[config.mk]
export PLATFORM = sky130hd
export DESIGN_NAME = branch_resolve_ctrl
export DESIGN_NICKNAME = d
export VERILOG_FILES = /design/src/rtl/rv32i_pkg.sv /design/src/rtl/br_target_gen.sv /design/src/rtl/branch_resolve_ctrl.sv
export SDC_FILE = /design/constraint.sdc
export NUM_CORES = 1
export LEC_CHECK = 0
export BUFFER_PORTS_ARGS = -buffer_cell sky130_fd_sc_hd__buf_2
export CAP_MARGIN = 15
export CORE_ASPECT_RATIO = 0.75
export CORE_MARGIN = 3
export CORE_UTILIZATION = 35
export CTS_BUF_LIST = sky130_fd_sc_hd__clkbuf_4
export CTS_CLUSTER_DIAMETER = 120
export CTS_CLUSTER_SIZE = 20
export DETAILED_ROUTE_END_ITERATION = 8
export PLACE_DENSITY_LB_ADDON = 0.3
export SETUP_SLACK_MARGIN = 0.2
export SLEW_MARGIN = 20
export SYNTH_ARGS = -nofsm -noshare
export SYNTH_HDL_FRONTEND = slang
export SYNTH_SLANG_ARGS = --single-unit
[constraint.sdc]
create_clock -name clk -period 6.6 [get_ports clk]
set_input_delay 0.33 -clock clk [delete_from_list [all_inputs] [get_ports clk]]
set_output_delay 0.33 -clock clk [all_outputs]
set_load 0.005 [all_outputs]
[src/rtl/rv32i_pkg.sv]
// Shared definitions for the RV32I branch resolution logic: funct3 encodings,
// sequencer state encoding and the default datapath width.
package rv32i_pkg;

    localparam int XLEN_DEFAULT = 32;

    localparam logic [2:0] F3_BEQ  = 3'b000;
    localparam logic [2:0] F3_BNE  = 3'b001;
    localparam logic [2:0] F3_BLT  = 3'b100;
    localparam logic [2:0] F3_BGE  = 3'b101;
    localparam logic [2:0] F3_BLTU = 3'b110;
    localparam logic [2:0] F3_BGEU = 3'b111;

    typedef enum logic [1:0] {
        ST_IDLE     = 2'd0,
        ST_RESOLVE  = 2'd1,
        ST_REDIRECT = 2'd2,
        ST_FLUSH    = 2'd3
    } br_state_t;

endpackage

[src/rtl/br_target_gen.sv]
// Branch/jump target adder: pc + imm, or (rs1 + imm) with bit 0 cleared for JALR.
// Flags targets that are not 4-byte aligned (bit 1 set).
module br_target_gen
    import rv32i_pkg::*;
#(
    parameter int XLEN = XLEN_DEFAULT
) (
    input  logic [XLEN-1:0] pc,
    input  logic [XLEN-1:0] imm,
    input  logic [XLEN-1:0] rs1,
    input  logic            is_jalr,
    output logic [XLEN-1:0] target,
    output logic            misalign
);

    logic [XLEN-1:0] base;
    logic [XLEN-1:0] sum;

    always_comb begin
        base = is_jalr ? rs1 : pc;
        sum  = base + imm;
        target = is_jalr ? {sum[XLEN-1:1], 1'b0} : sum;
        misalign = target[1];
    end

endmodule

[src/rtl/branch_resolve_ctrl.sv]
// Sequences one branch/jump at a time through the comparator, issues the fetch
// redirect for taken branches and then holds the pipeline flush.
module branch_resolve_ctrl
    import rv32i_pkg::*;
#(
    parameter int XLEN         = XLEN_DEFAULT,
    parameter int FLUSH_CYCLES = 2,
    parameter int CNT_W        = 16
) (
    input  logic             clk,
    input  logic             rst_n,
    input  logic             br_valid,
    output logic             br_ready,
    input  logic [2:0]       br_funct3,
    input  logic             br_is_jal,
    input  logic             br_is_jalr,
    input  logic [XLEN-1:0]  br_pc,
    input  logic [XLEN-1:0]  br_imm,
    input  logic [XLEN-1:0]  br_rs1,
    output logic             cmp_un,
    input  logic             cmp_eq,
    input  logic             cmp_lt,
    output logic             stall,
    output logic             redirect_valid,
    input  logic             redirect_ready,
    output logic [XLEN-1:0]  redirect_pc,
    output logic             flush,
    output logic             misalign,
    output logic             illegal_br,
    input  logic             kill,
    output logic [CNT_W-1:0] stat_br,
    output logic [CNT_W-1:0] stat_taken
);

    localparam logic [3:0] FLUSH_LOAD = 4'(FLUSH_CYCLES);

    br_state_t       state, state_next;
    logic [2:0]      funct3_q;
    logic            jal_q, jalr_q;
    logic [XLEN-1:0] pc_q, imm_q, rs1_q, target_q;
    logic [3:0]      flush_cnt;

    logic [XLEN-1:0] target;
    logic            target_misalign;
    logic            cond_taken, is_illegal, taken;

    br_target_gen #(.XLEN(XLEN)) u_target (
        .pc       (pc_q),
        .imm      (imm_q),
        .rs1      (rs1_q),
        .is_jalr  (jalr_q),
        .target   (target),
        .misalign (target_misalign)
    );

    // Comparator flags are only meaningful while in RESOLVE, where this is consumed.
    always_comb begin
        cond_taken = 1'b0;
        is_illegal = 1'b0;
        case (funct3_q)
            F3_BEQ:           cond_taken = cmp_eq;
            F3_BNE:           cond_taken = !cmp_eq;
            F3_BLT, F3_BLTU:  cond_taken = cmp_lt && !cmp_eq;
            F3_BGE, F3_BGEU:  cond_taken = cmp_eq || !cmp_lt;
            default:          is_illegal = 1'b1;
        endcase
        if (jal_q || jalr_q) is_illegal = 1'b0;
        taken = jal_q || jalr_q || cond_taken;
    end

    always_comb begin
        state_next     = state;
        br_ready       = 1'b0;
        stall          = 1'b0;
        cmp_un         = 1'b0;
        redirect_valid = 1'b0;
        redirect_pc    = '0;
        flush          = 1'b0;
        misalign       = 1'b0;
        illegal_br     = 1'b0;
        case (state)
            ST_IDLE: begin
                br_ready = 1'b1;
                if (br_valid && !kill) state_next = ST_RESOLVE;
            end
            ST_RESOLVE: begin
                stall  = 1'b1;
                cmp_un = funct3_q[1];
                if (kill) begin
                    state_next = ST_IDLE;
                end else begin
                    misalign   = taken && target_misalign;
                    illegal_br = is_illegal;
                    state_next = (taken && !target_misalign) ? ST_REDIRECT : ST_IDLE;
                end
            end
            ST_REDIRECT: begin
                stall          = 1'b1;
                redirect_valid = 1'b1;
                redirect_pc    = target_q;
                if (kill)                state_next = ST_IDLE;
                else if (redirect_ready) state_next = ST_FLUSH;
            end
            ST_FLUSH: begin
                stall = 1'b1;
                flush = 1'b1;
                if (kill || flush_cnt == 4'd1) state_next = ST_IDLE;
            end
            default: state_next = ST_IDLE;
        endcase
    end

    always_ff @(posedge clk or negedge rst_n) begin
        if (!rst_n) begin
            state      <= ST_IDLE;
            funct3_q   <= '0;
            jal_q      <= 1'b0;
            jalr_q     <= 1'b0;
            pc_q       <= '0;
            imm_q      <= '0;
            rs1_q      <= '0;
            target_q   <= '0;
            flush_cnt  <= '0;
            stat_br    <= '0;
            stat_taken <= '0;
        end else begin
            state <= state_next;
            if (state == ST_IDLE && br_valid && !kill) begin
                funct3_q <= br_funct3;
                jal_q    <= br_is_jal;
                jalr_q   <= br_is_jalr;
                pc_q     <= br_pc;
                imm_q    <= br_imm;
                rs1_q    <= br_rs1;
            end
            // Statistics only count resolutions that were not aborted by kill.
            if (state == ST_RESOLVE && !kill) begin
                target_q <= target;
                if (stat_br != {CNT_W{1'b1}}) stat_br <= stat_br + 1'b1;
                if (taken && !target_misalign && stat_taken != {CNT_W{1'b1}})
                    stat_taken <= stat_taken + 1'b1;
            end
            if (state == ST_REDIRECT && redirect_ready && !kill)
                flush_cnt <= FLUSH_LOAD;
            else if (state == ST_FLUSH)
                flush_cnt <= flush_cnt - 1'b1;
        end
    end

endmodule

After elaboration in Yosys (flattened, before gate mapping)
Cells that the tools add are included.
{"block": "classes", "n_addsub": 4, "n_mul": 0, "div": 0, "order_cmp": 0, "eq_ne": 14, "shifts": 0, "n_mux": 24, "bitwise": 0, "n_reduce_logical": 28}
{"op": "two-way mux 32 bit", "count": 2}
{"op": "adder 16 x 1 -> 16 bit (second input constant)", "count": 2}
{"op": "adder 32 bit", "count": 1}
{"op": "inequality test 16 bit (second input constant)", "count": 2}
{"op": "equality test 3 bit (second input constant)", "count": 4}
{"op": "two-way mux 1 bit", "count": 12}
{"op": "two-way mux 2 bit", "count": 6}
{"op": "logical AND 1 bit", "count": 10}
{"op": "two-way mux 4 bit", "count": 2}
{"op": "one-hot mux 2 bit (4 select lines)", "count": 1}
{"op": "OR reduction 6 bit", "count": 1}
{"op": "equality test 2 bit (second input constant)", "count": 2}
{"op": "equality test 4 x 1 -> 1 bit (second input constant)", "count": 1}
{"op": "zero test 1 bit", "count": 4}
{"op": "logical OR 1 bit", "count": 4}
{"op": "inequality test 2 bit (second input constant)", "count": 2}
{"op": "one-hot mux 1 bit (4 select lines)", "count": 1}
{"op": "AND reduction 2 bit", "count": 2}
{"op": "OR reduction 2 bit", "count": 2}
{"op": "subtractor 4 x 1 -> 4 bit (second input constant)", "count": 1}
{"op": "equality test 3 x 1 -> 1 bit (second input constant)", "count": 1}
{"op": "zero test 3 bit", "count": 1}
{"op": "inequality test 3 bit (second input constant)", "count": 1}
{"op": "AND reduction 3 bit", "count": 1}
{"op": "4 further kinds", "count": 4}
{"block": "word_totals", "reg_bits": 171, "latchBits": 0, "mem_bits_rw": 0, "rom_bits": 0, "inputBits": 108, "out_inout_bits": 71, "word_cells": 81, "n_memories": 0}

Depth between registers and ports, before layout
Gate-level depths: netlist (run 1).
{"block": "logic_depth", "depth_word": 8, "depth_mapped": 12, "ltp_nobuf": 10}

Cells and area by module
A second synthesis (run 1) with hierarchy kept.
{"block": "hier_totals", "cells_unflattened": 829, "hier_area_um2": 9296.4}
{"mod": "branch_resolve_ctrl", "instances": 1, "cells_per_inst": 562, "area_each_um2": 7186.9, "seq_area_each_um2": 4279.1}
{"mod": "br_target_gen", "instances": 1, "cells_per_inst": 267, "area_each_um2": 2109.5, "seq_area_each_um2": 0.0}

Worst setup path after synthesis (run 1)
No wires, ideal clock.
{"block": "synth_timing", "path_type": "flip-flop to flip-flop", "from": "register jalr_q", "to": "register target_q[19]", "setup_time_ns": 0.133, "t_arrival_ns": 3.053, "slack_ns": 3.414, "path_stages_with_launch": 12, "period_less_slack_ns": 3.186, "path_cell_list": "dfrtp_1 -> clkbuf_1 -> clkbuf_1 -> mux2_2 -> ha_1 -> a21o_1 -> a211o_1 -> o21ai_0 -> a31oi_1 -> a221oi_1 -> xor2_1 -> o21ai_0"}
{"block": "synth_via", "elab_chain_len": 2}
{"item": "start: declaration", "line": "branch_resolve_ctrl.sv:39", "text": "logic jal_q, jalr_q;"}
{"item": "start signal: assignment", "line": "branch_resolve_ctrl.sv:131", "text": "jalr_q <= br_is_jalr;"}
{"item": "two-way mux 32 bit", "line": "br_target_gen.sv:20", "text": "base = is_jalr ? rs1 : pc;"}
{"item": "adder 32 bit", "line": "br_target_gen.sv:21", "text": "sum = base + imm;"}
{"item": "end signal: assignment", "line": "branch_resolve_ctrl.sv:138", "text": "target_q <= target;"}
{"item": "end: declaration", "line": "branch_resolve_ctrl.sv:40", "text": "logic [XLEN-1:0] pc_q, imm_q, rs1_q, target_q;"}
Every way passes these cells.
A chain may end at the register's enable or synchronous reset.

Final worst setup path (run 1)
{"block": "layout_timing", "from": "register jalr_q", "to": "register target_q[30]"}
Same word-level chain as after synthesis.

==> results of run 1 <==
## synthesized netlist by cell type, types with 2 or more instances
master	count
sky130_fd_sc_hd__a31oi_1	6
sky130_fd_sc_hd__or3_1	2
sky130_fd_sc_hd__ha_1	35
sky130_fd_sc_hd__nor3_1	11
sky130_fd_sc_hd__o21ai_0	48
sky130_fd_sc_hd__nor2_1	26
sky130_fd_sc_hd__a211oi_1	2
sky130_fd_sc_hd__nor2b_1	6
sky130_fd_sc_hd__clkbuf_1	23
sky130_fd_sc_hd__a221oi_1	3
sky130_fd_sc_hd__o21a_1	4
sky130_fd_sc_hd__nand3_1	11
sky130_fd_sc_hd__and2_1	38
sky130_fd_sc_hd__inv_1	15
sky130_fd_sc_hd__mux2_2	137
sky130_fd_sc_hd__nand2b_1	2
sky130_fd_sc_hd__buf_2	12
sky130_fd_sc_hd__nand3b_1	3
sky130_fd_sc_hd__and4_1	7
sky130_fd_sc_hd__nand2_1	74
sky130_fd_sc_hd__o21bai_1	5
sky130_fd_sc_hd__o31ai_1	5
sky130_fd_sc_hd__and3_1	11
sky130_fd_sc_hd__o211ai_1	3
sky130_fd_sc_hd__o221ai_1	3
sky130_fd_sc_hd__dfrtp_1	171
sky130_fd_sc_hd__xnor2_1	32
sky130_fd_sc_hd__nand4_1	9
sky130_fd_sc_hd__a21o_1	11
sky130_fd_sc_hd__xor2_1	24
sky130_fd_sc_hd__nor4_1	2
sky130_fd_sc_hd__and4b_1	2
sky130_fd_sc_hd__a211o_1	4
sky130_fd_sc_hd__a21oi_1	38
sky130_fd_sc_hd__mux2i_1	3
## per-layer routing
metal	track usage, %	vias to the layer above	part of all wire [%]
met3	3.45	10	4.7
li1	-	3452	-
met1	25.5	3420	52
met2	24.0	149	42
met5	0	-	0
met4	3.19	0	0.63
## power groups by stage
| stage | registers (uW) | logic, uW | clock network, uW |
|---|---|---|---|
| 2_1_floorplan | 1670 | 2560 | 0 |
| 3_3_place_gp | 1800 | 3230 | 0 |
| 3_5_place_dp | 1810 | 3260 | 0 |
| 4_1_cts | 1790 | 3320 | 596 |
| 5_1_grt | 1860 | 3720 | 635 |
| 6_report | 1790 | 3310 | 566 |
## worst min-delay path, stage by stage
cell	delay (ps)
sky130_fd_sc_hd__buf_2	120
sky130_fd_sc_hd__o21bai_1	120
sky130_fd_sc_hd__a21oi_1	60
## metrics by stage
stage / cells / instance area [um^2] / utilization, % / hold slack, ps / setup WS (ps)
2_1_floorplan: 814 / 9050 / - / 34.4 / 3410
3_3_place_gp: 1300 / 10300 / 40.8 / 427 / 2660
3_5_place_dp: 1300 / 10300 / 40.8 / 425 / 2590
4_1_cts: 1435 / 11600 / 45.9 / 36.1 / 2580
5_1_grt: 1435 / 11600 / 45.9 / 51.7 / 2360
6_report: 1436 / 11600 / 45.9 / 100 / 2660
## worst paths after layout
path                                                from                        to  slack, ps  cells after the start
worst max-delay path                  jalr_q$_DFFE_PN0P_  target_q[30]$_DFFE_PN0P_       2660                     10
max in group asynchronous                          rst_n        jalr_q$_DFFE_PN0P_       4960                      3
worst min-delay path                      redirect_ready      state[0]$_DFFE_PN0P_        100                      3
worst max register to register        jalr_q$_DFFE_PN0P_  target_q[30]$_DFFE_PN0P_       2660                     10
min in group asynchronous                          rst_n       pc_q[5]$_DFFE_PN0P_        340                      2
worst min register to register  target_q[27]$_DFFE_PN0P_  target_q[27]$_DFFE_PN0P_        490                      2
## cells by family (layout without fill, tap and decap cells)
family                     Yosys count  count (layout)  share of synthesized area (%)
other                                0               1                              0
xor gates and xnor gates            56              56                           5.42
buffers and inverters               52             335                           2.36
adders and majority gates           36              36                           5.06
and+or+nand+nor                    208             208                           11.8
muxes                              140             140                           17.4
DFF                                171             171                           47.3
AOI/OAI and AO/OA                  151             151                           10.8
## layout make-up
cell class                 instances  area share (%)
clock buffer                      19            1.23
antenna                            1          0.0216
inverter                          15           0.487
clock inverter                    13           0.898
multi-input combinational        591            39.6
timing repair buffer             288            17.1
tap                              338            3.66
sequential                       171            37.0
## cells in the final DEF, fill, tap and decap left out, drive strengths merged, types with 7 or more instances in the layout
master       instances
buf                185
dfrtp              171
mux2               137
dlygate4sd3        103
nand2               74
o21ai               49
a21oi               39
and2                38
ha                  35
xnor2               32
nor2                26
xor2                24
clkbuf              19
inv                 15
and3                12
nand3               12
a21o                11
nor3                11
nand4                9
and4                 7
clkinv               7
## flip-flops by register name, summed over array words and instances, names as in the netlist
signal / flops
flush_cnt: 4
funct3_q: 3
imm_q: 32
jal_q: 1
jalr_q: 1
pc_q: 32
rs1_q: 32
stat_br: 16
stat_taken: 16
state: 2
target_q: 32
==> flow_summary.rst, run 1 <==
.. list-table::
   :header-rows: 1

   * - Metric
     - Value
   * - H-tree level count
     - 4
   * - Total count of max-transition violations in the final report
     - 0
   * - Sum of negative setup slack
     - 0 ps
   * - Die span in x
     - 192 um
   * - Worst clock skew
     - 18.6 ps
   * - Count of yosys warnings during synthesis
     - 0
   * - Most frequent cell on the critical path
     - sky130_fd_sc_hd__o31ai_1
   * - Synth Flop Type
     - sky130_fd_sc_hd__dfrtp_1
   * - Hold Fails Final Rpt
     - 0
   * - Proportion of power drawn by combinational gates
     - 58.5%
   * - Tot Pwr
     - 5670 uW
   * - Switch Pwr
     - 2460 uW
   * - CP required
     - 7040 ps
   * - Buffers inserted during post-CTS setup optimization
     - 0
   * - First-pass GRT wire length
     - 37.1 mm
   * - Critical path endpoint category
     - register
   * - Gate count of the mapped netlist
     - 814
   * - Crit path buf inv count
     - 0
   * - Estimated wirelength of the detail-placed design
     - 16.0 mm
   * - Global-route total usage across every layer
     - 16.6%
   * - Library cell occupying the most area in the post-synthesis netlist
     - sky130_fd_sc_hd__dfrtp_1
   * - CTS Root Buffer Type
     - sky130_fd_sc_hd__clkbuf_4
   * - Share of the synthesized area in the top cell type
     - 47.3%
   * - Timing-limited maximum frequency
     - 254 MHz
   * - Average vias per placed instance
     - 4.90
   * - Number of antenna violations at the first check in global routing
     - 0
   * - Setup violation total in the final timing report
     - 0
   * - Number of global-route vias before repair
     - 7,007
   * - Boundary pin count
     - 179
   * - P_leak
     - 0.00535 uW
   * - Number of cell rows
     - 50
   * - Clock period minus final worst setup slack
     - 3940 ps
   * - Inserted Clock Buffers
     - 17
   * - Register clock-pin slew on the reported worst setup and hold paths
     - 140 ps
   * - Effective utilization at floorplan
     - 35.9%
   * - Area of the multi-input gates
     - 4580 um^2
   * - Final ANT Viol Nets
     - 0
   * - Buffers from clock root to sink, at most
     - 2
   * - Total area of sequential cells
     - 4280 um^2
   * - Proportion of power drawn by flip-flops and latches
     - 31.5%
   * - DRT iter0 DRCs
     - 398
   * - DR DRC count
     - 0
   * - TritonCTS clock tree
     - done
   * - Worst-Skew Late Latency
     - 570 ps
   * - Kind of launch point of the worst setup path
     - register
   * - Power per unit of standard cell area
     - 490 nW/um^2
   * - Post-synthesis to final-layout area growth
     - 27.8%
   * - Sequential element share of the synthesized area
     - 47.3%
   * - Syn Std Cell Area
     - 9050 um^2
   * - Slowest cell on the critical path
     - sky130_fd_sc_hd__dfrtp_2
   * - Final routed wirelength across all metal layers
     - 22.8 mm
   * - Final global-route overflow total
     - 0
   * - Max-cap check violation count
     - 0
   * - Largest net degree at the start of global routing
     - 80
   * - NumNets Final
     - 1,228
   * - Largest delay contributor family on the critical path
     - compound AO/OA/AOI/OAI gates
   * - Net count of the mapped netlist
     - 958
   * - Synthesized area per cell
     - 11.1 um^2
   * - Post-CTS Resized
     - 0
   * - Count of hold-fix buffers inserted at cts
     - 103
   * - Total of buffers placed on input and output ports
     - 178
   * - Die area
     - 27,800 um^2
   * - Transition at the pin with the smallest max-transition slack
     - 889 ps
   * - Run status
     - finished clean
   * - Ys async rst share
     - 100%
   * - Final estimated routing congestion in global placement
     - 0.814
   * - Largest fanout on the critical path
     - 35
   * - Arr. time, crit path
     - 4380 ps
   * - Fraction of power consumed by the clock network
     - 10.0%
   * - Per-cell routed wire length
     - 15.9 um
   * - Final period util
     - 59.6%
   * - Count of different cell masters after synthesis
     - 61
   * - CTS Sinks
     - 171
   * - Placeable core area
     - 25,200 um^2
   * - Layout cell share with drive strength beyond 1
     - 33.3%
   * - Post-synth EDFFs
     - 0
   * - Class of the most critical setup path
     - register to register
   * - Count of vias placed by the detailed router
     - 7,031
   * - Flip-flop and latch count after synthesis
     - 171
   * - VDD IR-drop max
     - 0.195 mV
   * - Critical path, cell by cell
     - mux2_2 > ha_1 > fa_1 > a21oi_1 > o221ai_1 > a221oi_1 > o31ai_1 > o31ai_1 > xor2_1 > o21ai_0
   * - Unrepaired setup endpoints after global routing
     - no
   * - Detailed-routing iteration count for the pre-antenna-repair pass
     - 5
   * - Fill count
     - 2,363
   * - Leading post-synthesis cells by cell area
     - sky130_fd_sc_hd__dfrtp_1 47%, sky130_fd_sc_hd__mux2_2 17%, sky130_fd_sc_hd__ha_1 4.8%
   * - Slew margin rel.
     - 40.7%
   * - Switching fraction of total power
     - 43.5%
   * - Vertical die dimension
     - 145 um
   * - Path class of the lowest-slack min-delay path
     - input port to register
   * - Internal power component
     - 3200 uW
   * - Stage delay of the slowest cell on the critical path
     - 970 ps
No activity file was read; power rests on OpenSTA's default activity.
==> run 2, diff against run 1 <==
clock period = 4 ns   (was 6.6 ns; I/O delays follow)
==> flow_summary.rst, run 2 (same netlist as run 1, synthesis figures left out) <==
.. list-table::
   :header-rows: 1

   * - Metric
     - Value
   * - Kind of launch point of the worst setup path
     - register
   * - Die area
     - 27,800 um^2 (unchanged)
   * - CP required
     - 4450 ps (-2590 ps)
   * - Final estimated routing congestion in global placement
     - 0.818 (+0.48%)
   * - Estimated wirelength of the detail-placed design
     - 16.3 mm (+2.1%)
   * - Timing-limited maximum frequency
     - 292 MHz (+15%)
   * - Effective utilization at floorplan
     - 35.9% (unchanged)
   * - Total count of max-transition violations in the final report
     - 0 (unchanged)
   * - DRT iter0 DRCs
     - 368 (-7.5%)
   * - Critical path endpoint category
     - register
   * - P_leak
     - 0.00542 uW (+1.4%)
   * - Vertical die dimension
     - 145 um (unchanged)
   * - Arr. time, crit path
     - 3870 ps (-510 ps)
   * - Critical path, cell by cell
     - buf_12 > mux2_2 > ha_1 > nand4_1 > or4_1 > o21ai_1 > a221oi_1 > xnor2_1 > o21ai_0
   * - Buffers from clock root to sink, at most
     - 2 (unchanged)
   * - Commonest non-fill, non-tap cells in the layout
     - 177 x sky130_fd_sc_hd__buf_2, 170 x sky130_fd_sc_hd__dfrtp_1, 137 x sky130_fd_sc_hd__mux2_2
   * - First-pass GRT wire length
     - 37.8 mm (+1.9%)
   * - DR DRC count
     - 0 (unchanged)
   * - Per-cell routed wire length
     - 16.0 um (+0.69%)
   * - Post-synthesis to final-layout area growth
     - 29.1%
   * - Total of buffers placed on input and output ports
     - 178 (unchanged)
   * - Largest net degree at the start of global routing
     - 98 (+23%)
   * - Count of vias placed by the detailed router
     - 7,047 (+0.23%)
   * - Power per unit of standard cell area
     - 827 nW/um^2 (+69%)
   * - Placeable core area
     - 25,200 um^2 (unchanged)
   * - Slew margin rel.
     - 39.9% (-0.83 points)
   * - H-tree level count
     - 4 (unchanged)
   * - Die span in x
     - 192 um (unchanged)
   * - Final period util
     - 85.6% (+26 points)
   * - Max-cap check violation count
     - 0 (unchanged)
   * - Sum of negative setup slack
     - 0 ps (unchanged)
   * - Layout cell share with drive strength beyond 1
     - 33.4% (+0.15 points)
   * - Hold Fails Final Rpt
     - 0 (unchanged)
   * - Final routed wirelength across all metal layers
     - 23.0 mm (+0.90%)
   * - Run status
     - finished clean
   * - NumNets Final
     - 1,232 (+0.33%)
   * - Detailed-routing iteration count for the pre-antenna-repair pass
     - 5 (unchanged)
   * - Diodes inserted
     - 0 (-1)
   * - Largest fanout on the critical path
     - 28 (-20%)
   * - Boundary pin count
     - 179 (unchanged)
   * - Inserted Clock Buffers
     - 17 (unchanged)
   * - Transition at the pin with the smallest max-transition slack
     - 902 ps (+12.4 ps)
   * - Final global-route overflow total
     - 0 (unchanged)
   * - Average vias per placed instance
     - 4.90 (about the same)
   * - Number of antenna violations at the first check in global routing
     - 0 (unchanged)
   * - Register clock-pin slew on the reported worst setup and hold paths
     - 130 ps (about the same)
   * - TritonCTS clock tree
     - done
   * - Worst-Skew Late Latency
     - 580 ps (about the same)
   * - Slowest cell on the critical path
     - sky130_fd_sc_hd__or4_1
   * - Clock period minus final worst setup slack
     - 3420 ps (-513 ps)
   * - CTS Root Buffer Type
     - sky130_fd_sc_hd__clkbuf_4
   * - Final ANT Viol Nets
     - 0 (unchanged)
   * - CTS Sinks
     - 171 (unchanged)
   * - Most common cell after layout, fill and taps aside
     - sky130_fd_sc_hd__buf_2
   * - Smallest hold slack
     - 257 ps (+157 ps)
   * - VDD IR-drop max
     - 0.399 mV (+100%)
   * - Unrepaired setup endpoints after global routing
     - no
   * - Fill count
     - 2,365 (+0.085%)
   * - Stage delay of the slowest cell on the critical path
     - 590 ps (-380 ps)
   * - Share of the core filled with cells in the final layout
     - 46.4% (+0.49 points)
   * - Class of the most critical setup path
     - register to register
   * - Number of global-route vias before repair
     - 7,236 (+3.3%)
   * - Crit path buf inv count
     - 1 (+1)
   * - Path class of the lowest-slack min-delay path
     - input port to register
   * - Global-route total usage across every layer
     - 16.9% (+0.34 points)
   * - Worst clock skew
     - 20.2 ps (+1.59 ps)
   * - Setup violation total in the final timing report
     - 0 (unchanged)
   * - Number of cell rows
     - 50 (unchanged)
   * - Largest delay contributor family on the critical path
     - simple AND/OR/NAND/NOR gates
run 2: cell types whose count changed in the layout (fill, tap and decap cells not counted), sizes merged:
| cell | change |
|---|---|
| clkinvlp | -4 |
| dlygate4sd3 | +1 |
| buf | +3 |
| clkbuf | +1 |
| clkinv | -2 |
| inv | +2 |
| diode | -1 |
| bufinv | +3 |
run 2: final cells by class:
| type | count | area [um^2] | share of cell area (%) |
|---|---|---|---|
| multi-input cells | 591 | 4580 | 39.2 |
| flip-flops and latches | 171 | 4280 | 36.6 |
| repair buffers | 292 | 2030 | 17.3 |
| well taps | 338 | 423 | 3.62 |
| clock inverters | 12 | 170 | 1.46 |
| clock buffers | 20 | 150 | 1.28 |
| inverters | 15 | 56.3 | 0.482 |
run 2: through the flow:
| stage | cells | setup slack (ps) | instance area [um^2] | total power [uW] |
|---|---|---|---|---|
| floorplan | 814 | 814 | 9050 | 6990 |
| global placement | 1303 | 575 | 10300 | 8380 |
| finish | 1439 | 576 | 11700 | 9670 |
| CTS | 1439 | 524 | 11700 | 9690 |
| global route | 1439 | 392 | 11700 | 10600 |
| detailed placement | 1303 | 531 | 10300 | 8420 |
run 2: layer usage:
layer / GRT usage, % / part of all wire (%) / vias to the layer above
li1: - / - / 3454
met1: 24.9 / 51 / 3423
met2: 25.7 / 43 / 156
met3: 3.96 / 4.5 / 14
met4: 2.86 / 0.64 / 0
met5: 0 / 0 / -
run 2: what timing repair did:
action / 4_1_cts / 5_1_grt
buffers inserted: 0 / 0
gates resized for setup: 0 / 1
setup endpoints to repair: 0 / 1
hold buffers: 104 / 0
hold endpoints to repair: 197 / 0
run 2: final timing paths:
kind	startpoint	endpoint	depth (start not counted)	slack, ps
hold reg to reg	target_q[0]$_DFFE_PN0P_	target_q[0]$_DFFE_PN0P_	2	480
max in group asynchronous	rst_n	target_q[23]$_DFFE_PN0P_	3	2680
setup reg to reg	jalr_q$_DFFE_PN0P_	target_q[24]$_DFFE_PN0P_	9	580
setup / recovery	jalr_q$_DFFE_PN0P_	target_q[24]$_DFFE_PN0P_	9	580
hold / removal	redirect_ready	flush_cnt[3]$_DFFE_PN0P_	5	260
min in group asynchronous	rst_n	target_q[4]$_DFFE_PN0P_	2	270
run 2: tightest hold or removal path, cell delays in order:
cell                      delay, ps
sky130_fd_sc_hd__buf_2          100
sky130_fd_sc_hd__nor2b_1        130
sky130_fd_sc_hd__o21ai_0        170
sky130_fd_sc_hd__nand2_1        100
sky130_fd_sc_hd__o21ai_0         90
run 2: report_power, final:
group | internal (uW) | leakage [uW] | total, uW | switching [uW]
Combinational | 2580 | 0.00318 | 5640 | 3060
Sequential | 2440 | 0.00207 | 2890 | 455
Clock | 515 | 0.000170 | 1140 | 621
Total | 5530 | 0.00542 | 9670 | 4130
